File: src/rtl/if_fetch_queue_if.sv
// Dequeue handshake between the fetch queue and the ID stage.
// The queue presents the head entry and the consumer returns ready.
interface if_fetch_queue_if #(
  parameter int unsigned XLEN = 32
);
  logic            valid;
  logic            ready;
  logic [XLEN-1:0] instr;
  logic [XLEN-1:0] pc;
  logic            pred_taken;

  modport master (
    output valid,
    output instr,
    output pc,
    output pred_taken,
    input  ready
  );

  modport slave (
    input  valid,
    input  instr,
    input  pc,
    input  pred_taken,
    output ready
  );
endinterface

File: src/rtl/if_fetch_queue.sv
// Fetch front end: PC generation, ROM read and a DEPTH-entry
// {pc, instr, pred_taken} FIFO feeding the ID stage.
module if_fetch_queue #(
  parameter int unsigned     XLEN     = 32,
  parameter int unsigned     DEPTH    = 4,
  parameter logic [XLEN-1:0] RESET_PC = '0,
  parameter logic [XLEN-1:0] NOP      = XLEN'(32'h0000_0013)
) (
  input  logic                   clk,
  input  logic                   rst,
  output logic [XLEN-1:0]        rom_addr,
  input  logic [XLEN-1:0]        rom_instr,
  input  logic                   pred_taken,
  input  logic [XLEN-1:0]        pred_pc,
  input  logic                   redirect_valid,
  input  logic [XLEN-1:0]        redirect_pc,
  if_fetch_queue_if.master       deq,
  output logic [$clog2(DEPTH):0] count,
  output logic                   full,
  output logic                   empty
);

  localparam int unsigned AW = $clog2(DEPTH);
  localparam int unsigned CW = AW + 1;

  logic [XLEN-1:0]  pc;
  logic [XLEN-1:0]  pc_next;
  logic [XLEN-1:0]  mem_pc    [DEPTH];
  logic [XLEN-1:0]  mem_instr [DEPTH];
  logic [DEPTH-1:0] mem_pt;
  logic [AW-1:0]    wr_ptr;
  logic [AW-1:0]    rd_ptr;
  logic             deq_fire;
  logic             enq_ok;
  logic             enq;

  assign full     = (count == CW'(DEPTH));
  assign empty    = (count == '0);
  assign deq_fire = ~empty & deq.ready;
  assign enq_ok   = ~full | deq_fire;
  assign enq      = ~rst & ~redirect_valid & enq_ok;
  assign rom_addr = pc;

  assign pc_next = pred_taken ? {pred_pc[XLEN-1:2], 2'b00}
                              : pc + XLEN'(4);

  assign deq.valid      = ~empty;
  assign deq.instr      = empty ? NOP  : mem_instr[rd_ptr];
  assign deq.pc         = empty ? '0   : mem_pc[rd_ptr];
  assign deq.pred_taken = empty ? 1'b0 : mem_pt[rd_ptr];

  // Storage carries no reset; validity is tracked by count alone.
  always_ff @(posedge clk) begin
    if (enq) begin
      mem_pc[wr_ptr]    <= pc;
      mem_instr[wr_ptr] <= rom_instr;
      mem_pt[wr_ptr]    <= pred_taken;
    end
  end

  always_ff @(posedge clk) begin
    if (rst) begin
      pc     <= RESET_PC;
      wr_ptr <= '0;
      rd_ptr <= '0;
      count  <= '0;
    end else if (redirect_valid) begin
      // ID is flushed as well, so a same-cycle dequeue is dropped.
      pc     <= {redirect_pc[XLEN-1:2], 2'b00};
      wr_ptr <= '0;
      rd_ptr <= '0;
      count  <= '0;
    end else begin
      if (enq_ok) begin
        wr_ptr <= wr_ptr + AW'(1);
        pc     <= pc_next;
      end
      if (deq_fire) begin
        rd_ptr <= rd_ptr + AW'(1);
      end
      count <= count + CW'(enq_ok) - CW'(deq_fire);
    end
  end

endmodule

File: src/flat_wrapper.sv
// flat-port wrapper written by rule: the top's interface ports become plain ports
module if_fetch_queue_flat 
#(
  parameter int unsigned     XLEN     = 32,
  parameter int unsigned     DEPTH    = 4,
  parameter logic [XLEN-1:0] RESET_PC = '0,
  parameter logic [XLEN-1:0] NOP      = XLEN'(32'h0000_0013)
)
  (clk, rst, rom_addr, rom_instr, pred_taken, pred_pc, redirect_valid, redirect_pc, count, full, empty, deq_valid, deq_instr, deq_pc, deq_pred_taken, deq_ready);
  if_fetch_queue_if #(.XLEN(XLEN)) deq_i ();
  input  logic clk;
  input  logic rst;
  output logic [XLEN-1:0] rom_addr;
  input  logic [XLEN-1:0] rom_instr;
  input  logic pred_taken;
  input  logic [XLEN-1:0] pred_pc;
  input  logic redirect_valid;
  input  logic [XLEN-1:0] redirect_pc;
  output logic [$clog2(DEPTH):0] count;
  output logic full;
  output logic empty;
  output wire logic [$bits(deq_i.valid)-1:0] deq_valid;
  output wire logic [$bits(deq_i.instr)-1:0] deq_instr;
  output wire logic [$bits(deq_i.pc)-1:0] deq_pc;
  output wire logic [$bits(deq_i.pred_taken)-1:0] deq_pred_taken;
  input wire logic [$bits(deq_i.ready)-1:0] deq_ready;
  assign deq_valid = deq_i.valid;
  assign deq_instr = deq_i.instr;
  assign deq_pc = deq_i.pc;
  assign deq_pred_taken = deq_i.pred_taken;
  assign deq_i.ready = deq_ready;
  if_fetch_queue #(.XLEN(XLEN), .DEPTH(DEPTH), .RESET_PC(RESET_PC), .NOP(NOP)) u_core (.clk(clk), .rst(rst), .rom_addr(rom_addr), .rom_instr(rom_instr), .pred_taken(pred_taken), .pred_pc(pred_pc), .redirect_valid(redirect_valid), .redirect_pc(redirect_pc), .deq(deq_i), .count(count), .full(full), .empty(empty));
endmodule
File: config.mk
export PLATFORM = sky130hd
export DESIGN_NAME = if_fetch_queue_flat
export DESIGN_NICKNAME = d
export VERILOG_FILES = /design/src/rtl/if_fetch_queue_if.sv /design/src/rtl/if_fetch_queue.sv /design/src/flat_wrapper.sv
export SDC_FILE = /design/constraint.sdc
export NUM_CORES = 1
export LEC_CHECK = 0
export CORE_MARGIN = 2
export CORE_UTILIZATION = 35
export CTS_CLUSTER_SIZE = 10
export DETAILED_ROUTE_END_ITERATION = 8
export HOLD_SLACK_MARGIN = 0.05
export PLACE_DENSITY = 0.6
export REMOVE_ABC_BUFFERS = 1
export SLEW_MARGIN = 10
export SYNTH_ARGS = -nofsm -noshare
export SYNTH_HDL_FRONTEND = slang
export SYNTH_SLANG_ARGS = --single-unit
File: constraint.sdc
create_clock -name clk -period 5.4 [get_ports clk]
set_clock_uncertainty 0.05 [all_clocks]
set_input_delay 1.62 -clock clk [delete_from_list [all_inputs] [get_ports clk]]
set_output_delay 1.62 -clock clk [all_outputs]
set_load 0.01 [all_outputs]
==> results.sh <==
export IMPL_wl_um=31300
export IMPL_synth_simple_gate_area_share=0.107
export IMPL_std_cell_rows=68
export IMPL_routed_via_density=5.14
export IMPL_drt_initial_drc_count=499
export IMPL_fin_crit_sh=0.836
export IMPL_r2r_slack_ps=2370
export IMPL_worstReg2RegEnd="u_core.count[2]"
export IMPL_port_buffers=195
export IMPL_fin_area_um2=15700
export IMPL_max_freq_mhz=221
export IMPL_synth_cell_types=56
export IMPL_clock_latency_ps=500
export IMPL_synth_adder_area_share=0.00884
export IMPL_dominantRegCellSynth="edfxtp_1"
export IMPL_path_delay_family="simple AND/OR/NAND/NOR gates"
export IMPL_grt_use_total=0.173
export IMPL_clockBufferDepth=3
export IMPL_h_tree_depth=2
export IMPL_core_area_um2=34400
export IMPL_final_common_cell="edfxtp_1"
export IMPL_synthMuxAreaShare=0.120
export IMPL_antenna_found_initial=4
export IMPL_regArea_um2=8360
export IMPL_grt_overflow=0
export IMPL_syn2layout_area_growth_pct=29.3
export IMPL_cp_max_fo=33
export IMPL_worst_slew_pin_transition_ps=859
export IMPL_min_delay_path_depth=2
export IMPL_die_x_um=191
export IMPL_place_hpwl_um=19700
export IMPL_drc=0
export IMPL_leakagePower_nw=5.10
export IMPL_crit_type="flop to output port"
export IMPL_synth_edff_count=252
export IMPL_vias=7480
export IMPL_hp_class="flop to flop"
export IMPL_die_height_um=191
export IMPL_grt_setup_unrepaired="false"
export IMPL_synth_compound_area_frac=0.0485
export IMPL_critPathLaunchType="flop"
export IMPL_timing_slew_headroom=0.427
export IMPL_clk_pin_slew_ps=60
export IMPL_drtPass1Iterations=7
export IMPL_grt_max_degree=53
export IMPL_worst_setup_path_end_kind="output port"
export IMPL_start_util=0.354
export IMPL_cp_required_ps=3730
export IMPL_ir_worst_vdd_mv=0.246
export IMPL_ys_warnings_count=0
export IMPL_die_area_um2=36300
export IMPL_yosysSeqAreaShare=0.686
export IMPL_cts_buffers=36
export IMPL_gp_congestion=0.780
export IMPL_synth_xor_area_frac=0.00791
export IMPL_cts_setup_buffers=0
export IMPL_holdPathEnd="u_core.wr_ptr[1]"
export IMPL_multi_input_area_um2=3600
export IMPL_syn_area_um2=12200
export IMPL_synthCells=776
export IMPL_dp_cells=1399
export IMPL_maxCapViolCount=0
export IMPL_slowest_delay_ps=740
export IMPL_min_period_ps=4520
export IMPL_status="completed"
export IMPL_postCtsHoldBufs=0
export IMPL_dpl_cell_area_um2=14700
export IMPL_syn_area_per_cell_um2=15.7
export IMPL_ios=204
export IMPL_grt_pass1_vias=7623
export IMPL_fill_cells=3043
export IMPL_setup_violations=0
export IMPL_final_cells=1454
export IMPL_cp_slowest_cell="or3_2"
export IMPL_hold_start="u_core.wr_ptr[1]"
export IMPL_synth_top_family_by_area="multiplexers"
export IMPL_slew_viol_final=0
export IMPL_numClockSinks=291
export IMPL_hold_viol=0
export IMPL_layout_drive_gt1_share=0.143
export IMPL_routedWlPerCell_um=21.5
export IMPL_arrival_ps=2850
export IMPL_layout_common_cells="edfxtp_1, clkdlybuf4s50_1, mux4_2"
export IMPL_cts_tree="done"
export IMPL_timing_rr_start="u_core.count[0]"
export IMPL_grt_pass1_wl_um=47300
export IMPL_crit_path_cell_trace="or3_2 -> buf_4 -> and2_1 -> clkdlybuf4s50_1"
export IMPL_path_buf_inv=2
export IMPL_synth_async_reset_ratio=0
export IMPL_root_buffer="clkbuf_16"
export IMPL_drtAntennaViolNets=0
export IMPL_power_density_nw_per_um2=374
export IMPL_ctsResizeCount=0
export IMPL_layout_nets=1091
export IMPL_synth_seq_cells=291
export IMPL_reg2reg_depth=10
## report_power, final
part           internal [W]  switching [W]
Sequential          0.00253      0.0000872
Combinational      0.000611       0.000516
Clock               0.00128       0.000850
Total               0.00443        0.00145
## metrics by stage
| stage | setup WS, ps | TNS, ps | total power, W | hold WS [ps] | utilization |
|---|---|---|---|---|---|
| final | 884 | 0 | 0.00588 | 469 | 0.458 |
| after CTS | 757 | 0 | 0.00598 | 465 | 0.458 |
| after global routing | 679 | 0 | 0.00614 | 486 | 0.458 |
| after global placement | 1270 | 0 | 0.00381 | 432 | 0.428 |
| after floorplan | -558 | -141440 | 0.00314 | 415 | - |
| after detailed placement | 1220 | 0 | 0.00382 | 443 | 0.428 |
## synth_stat cells, types with 2 or more instances
cell type,n,share of area
o211ai_1,4,0.0025
nand2b_1,3,0.0015
nor4bb_1,2,0.0016
xor2_1,4,0.0029
a211oi_1,3,0.0018
and2_1,66,0.034
nand3_1,14,0.0058
clkbuf_1,38,0.012
a21oi_1,33,0.014
or2_2,4,0.0021
nand2_1,30,0.0092
edfxtp_1,252,0.62
mux2_2,2,0.0018
a221oi_1,3,0.0022
nor4_1,10,0.0051
nor2_1,38,0.012
nor3_1,29,0.012
buf_2,2,0.00082
and4_1,3,0.0022
nand4_1,14,0.0072
and3_1,11,0.0057
buf_4,4,0.0025
mux4_2,63,0.12
o31a_1,4,0.0029
or4_1,2,0.0012
buf_1,7,0.0022
nor3b_1,2,0.0012
xnor2_1,7,0.0050
o31ai_1,5,0.0031
or3_1,5,0.0026
a31oi_1,3,0.0015
mux2i_1,2,0.0016
a2111oi_0,2,0.0014
ha_1,7,0.0072
dfxtp_1,39,0.064
inv_1,13,0.0040
o22ai_1,13,0.0067
o21ai_0,15,0.0062
## per-layer routing
| metal | share of wire | up-vias | global-route usage |
|---|---|---|---|
| li1 | - | 3439 | - |
| met1 | 0.44 | 3737 | 0.239 |
| met2 | 0.47 | 252 | 0.277 |
| met3 | 0.063 | 50 | 0.0379 |
| met4 | 0.021 | 2 | 0.0495 |
| met5 | 0.00042 | - | 0 |
## sequential cells by signal, indices dropped and copies added, names as in the netlist, named ones only
| register | cells |
|---|---|
| u_core.count | 3 |
| u_core.mem_instr | 128 |
| u_core.mem_pc | 120 |
| u_core.mem_pt | 4 |
| u_core.rd_ptr | 2 |
| u_core.rom_addr | 30 |
| u_core.wr_ptr | 2 |
## logic make-up after synthesis
| logic type | count (synthesis) |
|---|---|
| adder cells (fa/ha/maj) | 8 |
| multiplexers | 67 |
| AND/OR/NAND/NOR | 239 |
| AO/OA/AOI/OAI | 94 |
| other | 1 |
| flip-flops | 291 |
| buffers and inverters | 65 |
| XOR/XNOR | 11 |
## area by class of cell
| type | count | share of cell area |
|---|---|---|
| Clock inverter | 2 | 0.000556 |
| Timing Repair Buffer | 216 | 0.136 |
| Antenna cell | 1 | 0.000159 |
| Multi-Input combinational cell | 423 | 0.229 |
| Sequential cell | 291 | 0.531 |
| Clock buffer | 52 | 0.0644 |
| Tap cell | 455 | 0.0362 |
| Inverter | 14 | 0.00334 |
## tightest hold or removal path, delay by kind of cell, from the launching register on
| family | cells | cell delay [ps] |
|---|---|---|
| simple gates | 1 | 80 |
| compound gates | 1 | 50 |
| flops | 1 | 340 |
## worst max path at each step
stage	start	endpoint	cells after the start
final	u_core.count[1]	deq_pc[23]	4
after CTS	u_core.count[1]	deq_pc[23]	4
after floorplan	deq_ready	u_core.mem_instr[0][0]	3
after detailed placement	rst	u_core.mem_pc[0][26]	5
after global routing	u_core.count[1]	deq_pc[10]	4
after global placement	rst	u_core.mem_pc[0][29]	5
Power figures use the tool's default switching activity.
